<file path="src/rtl/clock_divider_bank.sv">
// clock_divider_bank: shared prescaler feeding NCH independent base-tick dividers.
// Define CLKDIV_RUNTIME_LOAD_EN to enable runtime divisor loads; otherwise divisors are fixed at DIV_INIT.
module clock_divider_bank #(
    parameter int                  CLK_HZ   = 50000000,
    parameter int                  BASE_HZ  = 100,
    parameter int                  NCH      = 4,
    parameter int                  DIVW     = 16,
    parameter logic [NCH*DIVW-1:0] DIV_INIT = {NCH{16'd100}},
    localparam int                 CHW      = (NCH > 1) ? $clog2(NCH) : 1
) (
    input  logic            CLK_50MHz,
    input  logic            rst,
    input  logic            en,
    input  logic            sync_clr,
    input  logic            ld_valid,
    input  logic [CHW-1:0]  ld_ch,
    input  logic [DIVW-1:0] ld_div,
    output logic            ld_ready,
    output logic            base_tick,
    output logic [NCH-1:0]  tick,
    output logic [NCH-1:0]  clk_out
);

    localparam int PRE = CLK_HZ / BASE_HZ;
    localparam int PW  = (PRE > 1) ? $clog2(PRE) : 1;

    generate
        if ((CLK_HZ % BASE_HZ) != 0 || PRE < 2) begin : g_cfg_check
            $error("clock_divider_bank: CLK_HZ must be a multiple of BASE_HZ with PRE >= 2");
        end
    endgenerate

    logic [PW-1:0] r_pre;
    logic          r_base_tick;
    logic          w_adv;

    always_ff @(posedge CLK_50MHz or posedge rst) begin
        if (rst) begin
            r_pre       <= '0;
            r_base_tick <= 1'b0;
        end else if (sync_clr) begin
            r_pre       <= '0;
            r_base_tick <= 1'b0;
        end else if (en && r_pre == PW'(PRE - 1)) begin
            r_pre       <= '0;
            r_base_tick <= 1'b1;
        end else begin
            if (en) begin
                r_pre <= r_pre + PW'(1);
            end
            r_base_tick <= 1'b0;
        end
    end

    assign base_tick = r_base_tick;
    assign w_adv     = en & r_base_tick;

`ifdef CLKDIV_RUNTIME_LOAD_EN
    logic [NCH-1:0] w_pending;
    logic           w_ch_ok;
    logic           w_accept;

    // Requests to channels that do not exist are acknowledged and discarded.
    assign w_ch_ok  = 32'(ld_ch) < NCH;
    assign ld_ready = w_ch_ok ? ~w_pending[ld_ch] : 1'b1;
    assign w_accept = ld_valid & ld_ready & w_ch_ok;
`else
    logic w_unused_ld;

    assign ld_ready    = 1'b0;
    assign w_unused_ld = ^{ld_valid, ld_ch, ld_div};
`endif

    genvar gi;
    generate
        for (gi = 0; gi < NCH; gi++) begin : g_ch
            logic [DIVW-1:0] w_div;
            logic [DIVW-1:0] r_cnt;
            logic            r_tick;
            logic            r_clk;
            logic            w_wrap;

            assign w_wrap = w_adv && (w_div != '0) && (r_cnt == w_div - DIVW'(1));

`ifdef CLKDIV_RUNTIME_LOAD_EN
            logic [DIVW-1:0] r_div;
            logic [DIVW-1:0] r_shadow;
            logic            r_pend;

            // A new divisor only lands on a period boundary so no period is ever truncated.
            always_ff @(posedge CLK_50MHz or posedge rst) begin
                if (rst) begin
                    r_div    <= DIV_INIT[gi*DIVW +: DIVW];
                    r_shadow <= '0;
                    r_pend   <= 1'b0;
                end else if (w_accept && ld_ch == CHW'(gi)) begin
                    r_shadow <= ld_div;
                    r_pend   <= 1'b1;
                end else if (r_pend && (sync_clr || w_div == '0 || w_wrap)) begin
                    r_div  <= r_shadow;
                    r_pend <= 1'b0;
                end
            end

            assign w_div          = r_div;
            assign w_pending[gi]  = r_pend;
`else
            assign w_div = DIV_INIT[gi*DIVW +: DIVW];
`endif

            always_ff @(posedge CLK_50MHz or posedge rst) begin
                if (rst) begin
                    r_cnt  <= '0;
                    r_tick <= 1'b0;
                    r_clk  <= 1'b0;
                end else if (sync_clr) begin
                    r_cnt  <= '0;
                    r_tick <= 1'b0;
                    r_clk  <= 1'b0;
                end else if (!en) begin
                    r_tick <= 1'b0;
                end else if (w_div == '0) begin
                    r_cnt  <= '0;
                    r_tick <= 1'b0;
                    r_clk  <= 1'b0;
                end else if (w_div == DIVW'(1)) begin
                    r_cnt  <= '0;
                    r_tick <= r_base_tick;
                    r_clk  <= r_base_tick;
                end else begin
                    r_tick <= 1'b0;
                    if (r_base_tick) begin
                        if (w_wrap) begin
                            r_cnt  <= '0;
                            r_tick <= 1'b1;
                            r_clk  <= 1'b0;
                        end else begin
                            r_cnt <= r_cnt + DIVW'(1);
                            // Level form keeps the wave correct even right after a divisor change.
                            r_clk <= (r_cnt + DIVW'(1)) >= (w_div >> 1);
                        end
                    end
                end
            end

            assign tick[gi]    = r_tick;
            assign clk_out[gi] = r_clk;
        end
    endgenerate

endmodule

</file>
<file path="config.mk">
export PLATFORM = sky130hd
export DESIGN_NAME = clock_divider_bank
export DESIGN_NICKNAME = d
export VERILOG_FILES = /design/src/rtl/clock_divider_bank.sv
export SDC_FILE = /design/constraint.sdc
export NUM_CORES = 1
export LEC_CHECK = 0
export ABC_AREA = 1
export BUFFER_PORTS_ARGS = -buffer_cell sky130_fd_sc_hd__buf_4
export CELL_PAD_IN_SITES_DETAIL_PLACEMENT = 1
export CELL_PAD_IN_SITES_GLOBAL_PLACEMENT = 1
export CORE_AREA = 2 2 116 118
export DETAILED_ROUTE_END_ITERATION = 12
export DIE_AREA = 0 0 118 120
export GPL_TIMING_DRIVEN = 0
export PLACE_DENSITY_LB_ADDON = 0.1
export SYNTH_ARGS = -nofsm -noshare
export SYNTH_HDL_FRONTEND = slang
export SYNTH_SLANG_ARGS = --single-unit
</file>
<file path="constraint.sdc">
create_clock -name CLK_50MHz -period 3.7 [get_ports CLK_50MHz]
set_clock_uncertainty 0.15 [all_clocks]
set_input_delay 0.925 -clock CLK_50MHz [delete_from_list [all_inputs] [get_ports CLK_50MHz]]
set_output_delay 0.925 -clock CLK_50MHz [all_outputs]
set_load 0.01 [all_outputs]
</file>
## Word level (Yosys, flattened, before mapping)

Index checks and enable logic that the tools add are counted.

| word-level totals | value |
|---|---|
| register bits | 92 |
| latch bits | 0 |
| bits in writable memories | 0 |
| ROM bits | 0 |
| word-level logic and storage cells | 91 |
| memories | 0 |

| cells by class | value |
|---|---|
| add/subtract/negate cells | 5 |
| $mul | 0 |
| divide/modulo/power cells | 0 |
| $lt $le $gt $ge | 4 |
| equal/unequal tests | 5 |
| shifts and indexed selects | 0 |
| mux-type cells | 53 |
| bitwise gates (word level) | 1 |
| reductions and logical operators | 9 |

Operators with widths:

| kind | count |
|---|---|
| 16-bit 2-to-1 mux | 16 |
| 16-bit by 1-bit adder with 16-bit output, second input constant | 4 |
| 16-bit by 7-bit == test with 1-bit output, second input constant | 4 |
| 16-bit by 6-bit >= comparator with 1-bit output, second input constant | 4 |
| 19-bit 2-to-1 mux | 3 |
| 1-bit 2-to-1 mux | 34 |
| 19-bit by 1-bit adder with 19-bit output, second input constant | 1 |
| 19-bit == test, second input constant | 1 |
| 1-bit logical AND | 5 |
| 2-bit nonzero test | 2 |
| 3-bit nonzero test | 1 |
| 2-bit AND reduction | 1 |
| 1-bit bitwise AND | 1 |

## Longest topological paths before layout

| logic depth | value |
|---|---|
| depth after elaboration | 6 |
| depth in mapped cells | 12 |
| gate-level depth less buffers | 12 |

## Worst setup path after synthesis

OpenSTA, ideal clock, no wires.

| path | value |
|---|---|
| kind | input-to-reg |
| from | input en |
| to | register r_pre[15] |
| library setup time | 0.120 ns |
| data arrival time | 1.814 ns |
| slack | 1.617 ns |
| cell stages on the path | 8 |
| cell sequence | buf_4 -> inv_2 -> nor3_4 -> nand4_1 -> nor2_2 -> a21oi_1 -> o21ai_0 -> inv_1 |

| on the way | value |
|---|---|
| longest elaborated chain between the ends | 3 |

RTL lines:

| item | line | RTL |
|---|---|---|
| start, declared | 13 | `input logic en,` |
| 1-bit logical AND | 44 | `end else if (en && r_pre == PW'(PRE - 1)) begin` |
| 19-bit 2-to-1 mux | 44 |  |
| 19-bit 2-to-1 mux | 41 | `end else if (sync_clr) begin` |
| end signal, assigned | 49 | `r_pre <= r_pre + PW'(1);` |
| end, declared | 33 | `logic [PW-1:0] r_pre;` |

Several ways; a longest one is shown, not always the timed one.
A chain may end at the register's enable or synchronous reset.

## Final worst setup path

| path | value |
|---|---|
| from | input en |
| to | register g_ch[1].r_cnt[3] |

| on the way | value |
|---|---|
| longest elaborated chain between the ends | 6 |

RTL lines:

| item | line | RTL |
|---|---|---|
| 1-bit bitwise AND | 56 | `assign w_adv = en & r_base_tick;` |
| 1-bit logical AND | 83 | `assign w_wrap = w_adv && (w_div != '0) && (r_cnt == w_div - DIVW'(1));` |
| 16-bit 2-to-1 mux | 133 | `if (w_wrap) begin` |
| 16-bit 2-to-1 mux | 132 | `if (r_base_tick) begin` |
| 16-bit 2-to-1 mux | 120 | `end else if (!en) begin` |
| 16-bit 2-to-1 mux | 116 | `end else if (sync_clr) begin` |
| end signal, assigned | 138 | `r_cnt <= r_cnt + DIVW'(1);` |
| end, declared | 78 | `logic [DIVW-1:0] r_cnt;` |

Several ways; a longest one is shown, not always the timed one. The select of a mux whose other input is x is not followed.

==> results.md <==
- Root Buffer: clkbuf_16
- Drt wl/cell: around 16 um
- Area growth from synthesis to layout: 12.5%
- Syn Inst Count: 815
- Simple-Gate Fraction of Synth Area: 37.5%
- Area taken by multi-input logic gates: around 0.0028 sq mm
- Synth warnings: 0
- TritonCTS Sinks: 92
- Port buffer count: 11
- Clk buf depth: 2
- Pins Over Slew Limit: 0
- Largest net degree at the start of global routing: 51
- Post-DR vias/cell: 5.47
- Final std cells w/o fill: 1019
- Critical path class: input port to flop
- Horiz. Die Dim: 118 um
- Most instantiated cells after synthesis: 253 x nand2_1, 103 x inv_1, 92 x dfrtp_1, 85 x nor2_1, 61 x nand3_1
- CTS clk-pin slew, worst paths: 0.07 ns
- Fmax: 0.392 GHz
- Max_cap viols: 0
- Status: finished, final reports clean
- Yosys cell types: 33
- CP Cell Sequence: buf_4 > nand2_1 > inv_1 > nor2_2 > inv_2 > clkbuf_1 > o22ai_1
- Area taken by flip-flops and latches: 0.00230 sq mm
- Period Utilization, post-route: 68.9%
- Synth Area in Compound Gates: a little under a tenth
- CP max stage cell: nor2_2
- Slew HR: 56.0%
- Cell with the most instances after synthesis: nand2_1
- Number of routed nets with antenna violations: 0
- Top-area cell type share of the netlist area: 40.6%
- Vias in the first global route: 5919
- Post-synthesis mux area share: 0%
- Measured slew at the worst slew-check pin: 0.661 ns
- Post-synth EDFFs: 0
- Initial antenna violation count: 0
- Post-Synth Adder-Cell Area: 1.98%
- CP endpoint kind: flop
- H-tree Lvls: 3
- First-pass GRT wire length: ~28000 um
- Drc violations: 0
- Tmin final: about 2.5 ns
- Startpoint Class: input port
- Initial Util: 43.7%
- Filler cells: approximately 1700
- Layout cells sized above 1: about 8.8%
- Worst vdd ir: 0.195 mV
- Clk_lat worst skew: about 0.36 ns
- Detailed Route Iter0 Violations: 335
- # resized after CTS: 0
- Seq/Total Area, Yosys: 40.6%
- # nets final: 870
- Gr usage total: between 20% and 30%
- PD cells: ~350 mW/mm^2
- Die area: 0.0142 sq mm
- # hold bufs at CTS: 0
- Main combinational cell family by area after synthesis: simple AND/OR/NAND/NOR gates
- CTS tree: done
- Final core utilization: 49.2%
- Dpl cell area: roughly 0.0060 sq mm
- Hpwl dp: 12300 um
- 1st-pass router iterations: 4
- Final setup vio count: 0
- Ant. Diodes: 0
- Ranking of synthesized cells by area: dfrtp_1 41%, nand2_1 17%, inv_1 6.8%, nor2_1 5.6%, nand3_1 5.4%
- Total Power: between 0.002 and 0.0025 W
- Placed Instances: roughly 1000
- Final TNS setup: 0 ns
- Mapped Area: ~0.0057 sq mm
- Final Cell Area: 0.00638 sq mm
- Final Hold Vio Count: 0
- Via count: 5577
- Syn avg cell area: 6.96 sq um
- Crit-path max FO: 10
- Core area: 0.0130 sq mm
- GPL Wtd Cong: 0.871
- I/O pins: 33
- Post-synth ARST share: 100%
- Syn_nets: between 800 and 900
- RSZ-0062 raised after global routing: false
- Largest area contributor in the netlist: dfrtp_1
- Xor/xnor share of the synthesized area: ~1.4%
- Number of synthesized register bits: 92
- Critical path required time: 3.82 ns
- Postcts setup bufs: 0
- Total overflow reported by the global router: 0
- Critical Path AT: about 2.7 ns
- Main flop type after synthesis: dfrtp_1
- Cell Rows: 42
- Worst min path class: flop to flop
- Die Ht: 120 um
- Leak: 2.89 nW
- WL final: about 16000 um
- Total CTS buffers: 9
- Critical Path Max Stage Delay: 0.45 ns
## layer usage
metal  global-route usage, %  share of wire [%]  vias up
li1                        -                  -     2700
met1                    30.5                 45     2798
met2                    43.8                 51       58
met3                    2.85                2.0       21
met4                    9.11                1.8        0
met5                       0                  0        -
## cells by family after synthesis
family,Yosys count
compound gates,93
xor+xnor,9
simple gates,483
fa+ha+maj,9
flops,92
other cells,1
buf+inv,128
## through the flow
step / worst slack (ns) / hold slack (ns)
6_report: 1.15 / 0.339
5_1_grt: 1.05 / 0.371
3_5_place_dp: 0.749 / 0.325
2_1_floorplan: 0.233 / 0.300
3_3_place_gp: -1.20 / 0.316
4_1_cts: 1.15 / 0.344
## cell usage in the layout (no fill, tap or decap)
master,n
nor2_2,9
nand3b_1,1
o21ai_1,8
or3_1,1
xnor2_1,1
a21oi_2,1
conb_1,1
nor2_1,85
nand4_1,34
a21oi_1,9
buf_2,5
nor4_1,5
inv_4,1
clkinv_1,1
dfrtp_1,92
buf_4,21
nor3_2,1
bufinv_16,4
inv_1,102
nor2_4,7
clkbuf_8,1
clkbuf_16,9
buf_16,1
clkinvlp_4,2
nor3_1,18
o21ai_2,1
nand2_1,253
inv_2,3
a211oi_1,1
o22ai_1,36
nor3_4,1
ha_1,9
nand3_2,1
nand2_2,6
o21ai_0,36
clkbuf_1,6
nand3_1,61
o21a_1,1
xor2_1,8
## sequential cells by signal, indices dropped and copies added, names as in the netlist
name         cells
g_ch.r_cnt      64
r_pre           19
g_ch.r_tick      4
g_ch.r_clk       4
base_tick        1
## final timing paths
| path | from | to | slack (ns) | depth (start not counted) |
|---|---|---|---|---|
| max reg2reg | base_tick | g_ch[1].r_cnt[3] | 1.45 | 6 |
| max | en | g_ch[1].r_cnt[3] | 1.15 | 7 |
| min | g_ch[0].r_clk | g_ch[0].r_clk | 0.34 | 2 |
| min reg2reg | g_ch[0].r_clk | g_ch[0].r_clk | 0.34 | 2 |
| max in group asynchronous | rst | g_ch[1].r_cnt[10] | 2.25 | 3 |
| min in group asynchronous | rst | g_ch[3].r_clk | 0.49 | 2 |
## critical path, delay by kind of cell
kind / cells / cell delay [ns]
and+or+nand+nor: 2 / 0.80
buffers and inverters: 4 / 0.67
AOI/OAI and AO/OA: 1 / 0.26
## area by class of cell
type                    instances  area share, %
flip-flops and latches         92           36.1
clock buffers                  10           3.74
multi-input cells             595           44.6
inverters                     107           6.33
well taps                     176           3.45
repair buffers                 12           1.73
plain buffers                  21           1.92
clock inverters                 6           2.12
## where the power goes
group | internal (W) | total (W) | switching (W) | leakage [nW]
Combinational | 0.0000133 | 0.0000656 | 0.0000524 | 1.43
Sequential | 0.00101 | 0.00101 | 0.00000219 | 1.28
Clock | 0.000747 | 0.00117 | 0.000420 | 0.175
Note: power is estimated with default switching activity, not from simulation.
